==> src/rtl/stage_execute.sv <==
// -----------------------------------------------------------------------------
// stage_execute
//
// Execute stage of an in-order RV32IM pipeline, between decode and memory.
// ALU and multiply ops finish in one cycle. DIV/DIVU/REM/REMU use an
// iterative restoring divider that takes DIV_ITERS cycles; divide-by-zero and
// signed overflow are resolved in one cycle without entering the divider.
// Branches and jumps produce a one-shot combinational redirect to fetch.
// Results and memory controls are registered into the mem_* pipeline
// registers.
//
// Ports
//   clk, reset                 clock, synchronous active-high reset
//   ex_valid                   decode presents a valid instruction
//   ex_pc                      instruction PC
//   ex_op                      operation select (0..17, 18..31 act as ADD)
//   ex_data0, ex_data1         operands A and B
//   ex_store_data              store data, passed to mem_data1
//   ex_branch, ex_jump         conditional branch / JAL-JALR
//   ex_br_cond                 branch funct3
//   ex_cmp0, ex_cmp1           branch compare operands
//   ex_target                  branch/jump target
//   ex_read/write/extend/width memory controls, passed through
//   ex_reg                     destination register
//   mem_stall                  memory stage cannot accept
//   ex_stall                   decode must hold all ex_* inputs
//   redir_valid, redir_pc      fetch redirect
//   mem_*, wb_reg              registered outputs to the memory stage
// -----------------------------------------------------------------------------
module stage_execute #(
  parameter int ENABLE_M  = 1,
  parameter int DIV_ITERS = 32
) (
  input  logic        clk,
  input  logic        reset,
  input  logic        ex_valid,
  input  logic [31:0] ex_pc,
  input  logic [4:0]  ex_op,
  input  logic [31:0] ex_data0,
  input  logic [31:0] ex_data1,
  input  logic [31:0] ex_store_data,
  input  logic        ex_branch,
  input  logic        ex_jump,
  input  logic [2:0]  ex_br_cond,
  input  logic [31:0] ex_cmp0,
  input  logic [31:0] ex_cmp1,
  input  logic [31:0] ex_target,
  input  logic        ex_read,
  input  logic        ex_write,
  input  logic        ex_extend,
  input  logic [1:0]  ex_width,
  input  logic [4:0]  ex_reg,
  input  logic        mem_stall,
  output logic        ex_stall,
  output logic        redir_valid,
  output logic [31:0] redir_pc,
  output logic        mem_valid,
  output logic [31:0] mem_pc,
  output logic [31:0] mem_data0,
  output logic [31:0] mem_data1,
  output logic        mem_read,
  output logic        mem_write,
  output logic        mem_extend,
  output logic [1:0]  mem_width,
  output logic [4:0]  wb_reg
);

  localparam logic [4:0] OP_ADD    = 5'd0;
  localparam logic [4:0] OP_SUB    = 5'd1;
  localparam logic [4:0] OP_SLL    = 5'd2;
  localparam logic [4:0] OP_SLT    = 5'd3;
  localparam logic [4:0] OP_SLTU   = 5'd4;
  localparam logic [4:0] OP_XOR    = 5'd5;
  localparam logic [4:0] OP_SRL    = 5'd6;
  localparam logic [4:0] OP_SRA    = 5'd7;
  localparam logic [4:0] OP_OR     = 5'd8;
  localparam logic [4:0] OP_AND    = 5'd9;
  localparam logic [4:0] OP_MUL    = 5'd10;
  localparam logic [4:0] OP_MULH   = 5'd11;
  localparam logic [4:0] OP_MULHSU = 5'd12;
  localparam logic [4:0] OP_MULHU  = 5'd13;
  localparam logic [4:0] OP_DIV    = 5'd14;
  localparam logic [4:0] OP_DIVU   = 5'd15;
  localparam logic [4:0] OP_REM    = 5'd16;
  localparam logic [4:0] OP_REMU   = 5'd17;

  localparam logic       M_ON      = (ENABLE_M != 0);
  localparam logic [5:0] LAST_ITER = 6'(DIV_ITERS - 1);

  typedef enum logic [1:0] {IDLE, BUSY, DONE} div_state_e;

  div_state_e  state_q, state_d;
  logic [5:0]  cnt_q, cnt_d;

  // Divider datapath: quotient shifts in from the bottom while the dividend
  // magnitude shifts out of the top of the same register.
  logic [31:0] quot_q, rem_q, dvs_q;
  logic        q_neg_q, r_neg_q;

  logic [31:0] a, b;
  logic        is_m, is_div, div_signed, div_is_rem;
  logic        div_by_zero, div_ovf, div_special, div_start, div_pending;
  logic [31:0] dvd_abs, dvs_abs;
  logic [32:0] div_shift, div_diff;
  logic [31:0] quot_fix, rem_fix, div_res;
  logic        mul_sa, mul_sb;
  logic [63:0] mul_a, mul_b, mul_p;
  logic [31:0] op_res;
  logic        taken;

  assign a = ex_data0;
  assign b = ex_data1;

  assign is_m       = (ex_op >= OP_MUL) && (ex_op <= OP_REMU);
  assign is_div     = (ex_op >= OP_DIV) && (ex_op <= OP_REMU);
  assign div_signed = (ex_op == OP_DIV) || (ex_op == OP_REM);
  assign div_is_rem = (ex_op == OP_REM) || (ex_op == OP_REMU);

  assign div_by_zero = (b == 32'd0);
  assign div_ovf     = div_signed && (a == 32'h8000_0000) && (b == 32'hFFFF_FFFF);
  assign div_special = div_by_zero || div_ovf;

  assign div_start   = M_ON && ex_valid && is_div && !div_special && (state_q == IDLE);
  assign div_pending = M_ON && (((state_q == IDLE) && is_div && !div_special) ||
                                (state_q == BUSY));

  assign ex_stall    = ex_valid && (mem_stall || div_pending);

  // ---------------------------------------------------------------------------
  // Divider FSM
  // ---------------------------------------------------------------------------
  always_comb begin
    // NOTE: every signal written here gets a default first, so no path can
    // leave it unassigned and infer a latch.
    state_d = state_q;
    cnt_d   = cnt_q;
    unique case (state_q)
      IDLE: if (div_start) begin
        state_d = BUSY;
        cnt_d   = 6'd0;
      end
      BUSY: begin
        cnt_d = cnt_q + 6'd1;
        if (cnt_q == LAST_ITER) state_d = DONE;
      end
      DONE: if (!ex_stall) state_d = IDLE;
      default: state_d = IDLE;
    endcase
  end

  // NOTE: sequential state uses non-blocking assignments so every register
  // samples the pre-edge values of the others.
  always_ff @(posedge clk) begin
    if (reset) begin
      state_q <= IDLE;
      cnt_q   <= 6'd0;
    end else begin
      state_q <= state_d;
      cnt_q   <= cnt_d;
    end
  end

  assign dvd_abs   = (div_signed && a[31]) ? -a : a;
  assign dvs_abs   = (div_signed && b[31]) ? -b : b;
  assign div_shift = {rem_q, quot_q[31]};
  assign div_diff  = div_shift - {1'b0, dvs_q};

  // NOTE: the divider datapath has no reset; it is always loaded on start
  // and only read in DONE, so its power-up contents never matter.
  always_ff @(posedge clk) begin
    if (div_start) begin
      quot_q  <= dvd_abs;
      rem_q   <= 32'd0;
      dvs_q   <= dvs_abs;
      q_neg_q <= div_signed && (a[31] ^ b[31]);
      r_neg_q <= div_signed && a[31];
    end else if (state_q == BUSY) begin
      // Restoring step: keep the subtraction only when it did not borrow.
      quot_q <= {quot_q[30:0], ~div_diff[32]};
      rem_q  <= div_diff[32] ? div_shift[31:0] : div_diff[31:0];
    end
  end

  assign quot_fix = q_neg_q ? -quot_q : quot_q;
  assign rem_fix  = r_neg_q ? -rem_q  : rem_q;

  always_comb begin
    div_res = div_is_rem ? rem_fix : quot_fix;
    if (state_q != DONE) begin
      if (div_by_zero) div_res = div_is_rem ? a : 32'hFFFF_FFFF;
      else             div_res = div_is_rem ? 32'd0 : 32'h8000_0000;
    end
  end

  // ---------------------------------------------------------------------------
  // Multiplier: sign-extending to 64 bits lets one unsigned product serve
  // all four MUL variants.
  // ---------------------------------------------------------------------------
  assign mul_sa = (ex_op == OP_MULH) || (ex_op == OP_MULHSU);
  assign mul_sb = (ex_op == OP_MULH);
  assign mul_a  = {{32{mul_sa & a[31]}}, a};
  assign mul_b  = {{32{mul_sb & b[31]}}, b};
  assign mul_p  = mul_a * mul_b;

  // ---------------------------------------------------------------------------
  // Result select
  // ---------------------------------------------------------------------------
  always_comb begin
    op_res = a + b;
    case (ex_op)
      OP_SUB:    op_res = a - b;
      OP_SLL:    op_res = a << b[4:0];
      OP_SLT:    op_res = {31'd0, $signed(a) < $signed(b)};
      OP_SLTU:   op_res = {31'd0, a < b};
      OP_XOR:    op_res = a ^ b;
      OP_SRL:    op_res = a >> b[4:0];
      OP_SRA:    op_res = $unsigned($signed(a) >>> b[4:0]);
      OP_OR:     op_res = a | b;
      OP_AND:    op_res = a & b;
      OP_MUL:    op_res = mul_p[31:0];
      OP_MULH,
      OP_MULHSU,
      OP_MULHU:  op_res = mul_p[63:32];
      OP_DIV,
      OP_DIVU,
      OP_REM,
      OP_REMU:   op_res = div_res;
      default:   op_res = a + b;
    endcase
    if (!M_ON && is_m) op_res = 32'd0;
  end

  // ---------------------------------------------------------------------------
  // Branch resolution and redirect
  // ---------------------------------------------------------------------------
  always_comb begin
    taken = 1'b0;
    case (ex_br_cond)
      3'd0: taken = (ex_cmp0 == ex_cmp1);
      3'd1: taken = (ex_cmp0 != ex_cmp1);
      3'd4: taken = ($signed(ex_cmp0) <  $signed(ex_cmp1));
      3'd5: taken = ($signed(ex_cmp0) >= $signed(ex_cmp1));
      3'd6: taken = (ex_cmp0 <  ex_cmp1);
      3'd7: taken = (ex_cmp0 >= ex_cmp1);
      default: taken = 1'b0;
    endcase
  end

  // Gating with ex_stall makes the redirect fire only in the cycle the
  // instruction leaves execute, hence exactly once.
  assign redir_valid = ex_valid && !ex_stall && (ex_jump || (ex_branch && taken));
  assign redir_pc    = ex_target;

  // ---------------------------------------------------------------------------
  // Pipeline registers to the memory stage
  // ---------------------------------------------------------------------------
  always_ff @(posedge clk) begin
    if (reset) begin
      mem_valid  <= 1'b0;
      mem_pc     <= 32'd0;
      mem_data0  <= 32'd0;
      mem_data1  <= 32'd0;
      mem_read   <= 1'b0;
      mem_write  <= 1'b0;
      mem_extend <= 1'b0;
      mem_width  <= 2'd0;
      wb_reg     <= 5'd0;
    end else if (!mem_stall) begin
      mem_valid  <= ex_valid && !ex_stall;
      mem_pc     <= ex_pc;
      mem_data0  <= ex_jump ? (ex_pc + 32'd4) : op_res;
      mem_data1  <= ex_store_data;
      mem_read   <= ex_read;
      mem_write  <= ex_write;
      mem_extend <= ex_extend;
      mem_width  <= ex_width;
      wb_reg     <= ex_reg;
    end
  end

  // Only a 32-iteration divider produces a full quotient.
  assert property (@(posedge clk) DIV_ITERS == 32);

endmodule

==> config.mk <==
export PLATFORM = sky130hd
export DESIGN_NAME = stage_execute
export DESIGN_NICKNAME = d
export VERILOG_FILES = /design/src/rtl/stage_execute.sv
export SDC_FILE = /design/constraint.sdc
export NUM_CORES = 2
export LEC_CHECK = 0
export CAP_MARGIN = 10
export CORE_MARGIN = 10
export CORE_UTILIZATION = 40
export CTS_BUF_LIST = sky130_fd_sc_hd__clkbuf_16
export DETAILED_ROUTE_END_ITERATION = 8
export GPL_TIMING_DRIVEN = 0
export PLACE_DENSITY = 0.56
export SETUP_SLACK_MARGIN = 0.15
export SYNTH_ARGS = -nofsm -noshare
export SYNTH_HDL_FRONTEND = slang
export SYNTH_SLANG_ARGS = --single-unit
==> constraint.sdc <==
create_clock -name clk -period 13.4 [get_ports clk]
set_input_delay 1.34 -clock clk [delete_from_list [all_inputs] [get_ports clk]]
set_output_delay 1.34 -clock clk [all_outputs]
set_load 0.02 [all_outputs]
Word level (Yosys, flattened, before mapping)
Index checks and enable logic that the tools add are counted.
Widths: inputs -> output; s select.

storage, ports and cells
  output and inout port bits = 141
  word-level logic and storage cells = 131
  bits of input ports = 248
  register bits = 213

operators by class
  bitwise operators = 7
  equal/unequal tests = 33
  multiply operators = 1
  mux-type cells = 21
  $add $sub $neg = 9
  shift operators = 3
  order comparisons = 8
  reduce and logical (&&, ||, !) cells = 33

operators with widths
  operator               count
  $mux 32                13
  $pmux 32 s12           1
  $lt 32x32->1           4
  $neg 32->32            4
  $eq 32x32->1 const B   2
  $ge 32x32->1           2
  $mul 33x33->64         1
  $eq 5x4->1 const B     8
  $sub 33x32->33         1
  $add 32x3->32 const B  1
  $add 32x32->32         1
  $and 32x32->32         1
  $eq 32x32->1           1
  $logic_not 32->1       1
  $ne 32x32->1           1
  $or 32x32->32          1
  $shl 32x5->32          1
  $shr 32x5->32          1
  $sshr 32x5->32         1
  $sub 32x32->32         1
  $xor 32x32->32         1
  $eq 5x3->1 const B     4
  $logic_and 1x1->1      15
  $eq 3x3->1 const B     4
  29 further kinds       44

Depth between registers and ports, before layout
  word-level depth = 13
  gate-level depth with buffers = 36
  depth with buffers taken out = 33

Least setup slack after synthesis
No wires, ideal clock.

  path type = in2reg
  start point = input ex_data1[2]
  end point = register mem_data0[26]
  setup time = 0.116 ns
  slack = 3.086 ns
  arrival time = 10.198 ns
  data required time = 13.284 ns
  stages = 31
  path buffers = 6
  cells stage by stage = clkbuf_1 inv_1 buf_1 clkbuf_1 clkbuf_1 buf_1 buf_1 nor2_1 fa_1 inv_1 fa_1 inv_1 fa_1 fa_1 inv_1 fa_1 fa_1 inv_1 fa_1 fa_1 ha_1 a211o_1 o41ai_1 a211oi_1 a311oi_1 a211o_1 a21oi_1 or2_2 xnor2_1 a221o_1 o211a_1

between the ends
  longest elaborated chain between the ends = 5
  elaborated cells between the ends (all ways) = 11
  those cells by class = 2 x add/sub; 1 x mul; 3 x shift; 4 x mux; 1 x reduce/logical

ends and longest elaborated chain
  element                                                 line  RTL
  start, declared                                         40    input logic [31:0] ex_data1,
  branches (longest 3 deep; another with $mul 33x33->64)  -
  $pmux 32 s12 (*)                                        210   case (ex_op)
  $mux 32 (*)                                             271   mem_data0 <= ex_jump ? (ex_pc + 32'd4) : op_res;
  end signal, assigned                                    271
  end, declared                                           59    output logic [31:0] mem_data0,

Every way passes the cells marked *.
A chain may end at the register's enable or synchronous reset.

Final worst setup path
  start point = input ex_data0[31]
  end point = register mem_data0[10]

between the ends
  longest elaborated chain between the ends = 4
  elaborated cells between the ends (all ways) = 7
  those cells by class = 1 x mul; 3 x shift; 2 x mux; 1 x bitwise

ends and longest elaborated chain
  element           line  RTL
  start, declared   39    input logic [31:0] ex_data0,
  $and 1x1->1       201   assign mul_a = {{32{mul_sa & a[31]}}, a};
  $mul 33x33->64    203   assign mul_p = mul_a * mul_b;
  $pmux 32 s12 (*)  210
  $mux 32 (*)       271

Mark *: on every way between the ends. The rest lies on a longest branch, timed or not.

==> flow_metrics.tcl <==
set metrics [dict create \
    ys.warnings.count 0 \
    synth.top_cell.area_share_pct 37.2 \
    cpPeakStageDelay_ns 0.92 \
    hold_buffers 0 \
    core_um2 150000 \
    grt_max_degree 44 \
    die_h_um 410 \
    relSlewSlack_pct 1.11 \
    crit_top_cell "fa_1" \
    antenna_found_initial 22 \
    ant_nets 0 \
    area_growth_pct 12.3 \
    routabilityCongestion 1.11 \
    yosys-top-cells-area "fa_1 37%, inv_1 8.4%, ha_1 7.8%, nand2_1 6.1%, dfxtp_1 4.8%" \
    drcViolationCount 0 \
    clk_latency_ns 0.58 \
    slew_viol_final 0 \
    htreeDepth 1 \
    grt_usage_pct 39.5 \
    root_buffer "clkbuf_16" \
    overflow 0 \
    cp_max_fo 10 \
    top_layer_used "met5" \
    synth-seq-cells 213 \
    avgViaCountPerCell 5.94 \
    wl_met1_um 128000 \
    row_count 142 \
    synthCells 7303 \
    numCtsBuffers 25 \
    clkSinkCount 213 \
    synthesis.nets 9059 \
    crit_required_ns 13.87 \
    synth_edf_count 66 \
    layout_commonest_cell "inv_1" \
    cpMaxStageDelayCell "buf_1" \
    tightest_slew_ns 1.48 \
    setup_viol 1 \
    min-delay-path-class "flop to flop" \
    fin_ws_ns -0.00134 \
    pin_count 389 \
    yosys.area.top_type "fa_1" \
    dieArea_um2 168000 \
    vias 57951 \
    drt_iter0_markers 6632 \
    met2WireLength_um 144000 \
    violations "setup timing" \
    grt_setup_unrepaired "yes" \
    nets 9469 \
    cap_violations 0 \
    hold_violations 0 \
    wl_met3_um 37600 \
    ctsLongestPathBuffers 3 \
    clkTransAtPathRegs_ns 0.08 \
    cp-start-kind "input pin" \
    timing.final.crit_period_ns 13.40 \
    layout_common_cells "1364 x inv_1, 1127 x fa_1, 988 x nand2_1" \
    tritoncts "built" \
    grt_pass1_wl_um 466000 \
    wire_per_inst_um 34.9 \
    ys_seq_area_share_pct 8.11 \
    drt_first_pass_iters 8 \
    outcome "finished, violations left" \
    final_cell_area_um2 68200 \
    wirelength_um 341000 \
    timing_worst_setup_path_type "input pin to flop" \
    fmax_mhz 74.6 \
    dp_hpwl_um 289000 \
    end_kind "flop" \
    post_dp_cell_area_um2 67300 \
    arrival_ns 13.87 \
    port_buffers 352 \
    mappedNetlistArea_um2 60700 \
    period_share_pct 100 \
    synthFlopType "dfxtp_1" \
    syn_area_per_cell_um2 8.31 \
    ys_async_sr_fraction_pct 0 \
    synth_cell_types 92 \
    fin_skew_ns 0.0242 \
    grt_pass1_vias 57967 \
    layout-drive-gt1-share_pct 3.85 \
    fp.dieW_um 410 \
    start_util_pct 40.4 \
]
-- synth_stat cells (21+ instances only) --
library cell,n
a211oi_1,45
a21o_1,57
a21oi_1,319
a221oi_1,42
a22oi_1,21
a31oi_1,41
and2_1,21
and3_1,23
buf_1,94
buf_2,21
buf_4,34
clkbuf_1,314
dfxtp_1,147
edfxtp_1,66
fa_1,1128
ha_1,380
inv_1,1362
mux2i_1,123
mux4_2,51
nand2_1,989
nand2b_1,33
nand3_1,60
nand4_1,41
nor2_1,750
nor2b_1,24
nor3_1,74
nor4_1,24
o211ai_1,37
o21a_1,31
o21ai_0,226
o21bai_1,22
o221ai_1,35
o22ai_1,44
o31ai_1,29
or3_1,25
xnor2_1,191
xor2_1,79
-- area by class of cell --
type	count	area, um2
Antenna cell	17	42.5
Clock buffer	25	626
Timing Repair Buffer	385	4020
Multi-Input combinational cell	5235	48700
Buffer	466	2000
Sequential cell	213	4920
Fill cell	15448	82100
Inverter	1387	5210
Tap cell	2016	2520
Clock inverter	20	148
-- cell families after synthesis --
family / share of synthesized area, %
adders and majority gates: 45.0
muxes: 4.24
and+or+nand+nor: 14.9
xor gates and xnor gates: 3.90
DFF: 8.11
AOI/OAI and AO/OA: 12.1
buffers and inverters: 11.8
-- metal layers --
metal	global-route usage, %	vias to the layer above
met3	11.2	901
met5	0	-
li1	-	23924
met1	49.0	29514
met4	28.5	10
met2	58.4	3602
-- worst max-delay path: cells and delay by family --
kind	cells	cell delay [ns]
buffers and inverters	11	3.61
and+or+nand+nor	3	0.92
AOI/OAI and AO/OA	9	3.51
adders and majority gates	9	4.42
-- path summary, 6_finish.rpt --
check / from / slack, ns / cells past startpoint / end
setup / recovery: ex_data0[31] / -0.001 / 32 / mem_data0[10]
hold / removal: mem_data0[18] / 0.47 / 2 / mem_data0[18]
setup reg to reg: quot_q[31] / 8.65 / 15 / rem_q[0]
hold reg to reg: mem_data0[18] / 0.47 / 2 / mem_data0[18]
-- stage by stage --
stage	util, %	setup TNS (ns)	instances	hold slack [ns]	setup slack (ns)
2_1_floorplan	-	0	7303	0.462	3.09
3_3_place_gp	44.4	-36.41	9671	0.445	-1.98
3_5_place_dp	44.8	-19.22	9702	0.464	-1.82
4_1_cts	45.3	0	9746	0.473	0.210
5_1_grt	45.3	0	9749	0.494	0.135
6_report	45.3	-0.00134	9764	0.473	-0.00134
-- what timing repair did --
item | 4_1_cts | 5_1_grt
gates resized for setup | 18 | 17
hold endpoints to repair | 0 | 0
pin swaps | 0 | 0
setup endpoints to repair | 16 | 9
setup buffers | 0 | 0
Power is left out: the tool's default activity adds up to more than one toggle a clock period on the data nets, which glitch-free logic cannot reach.
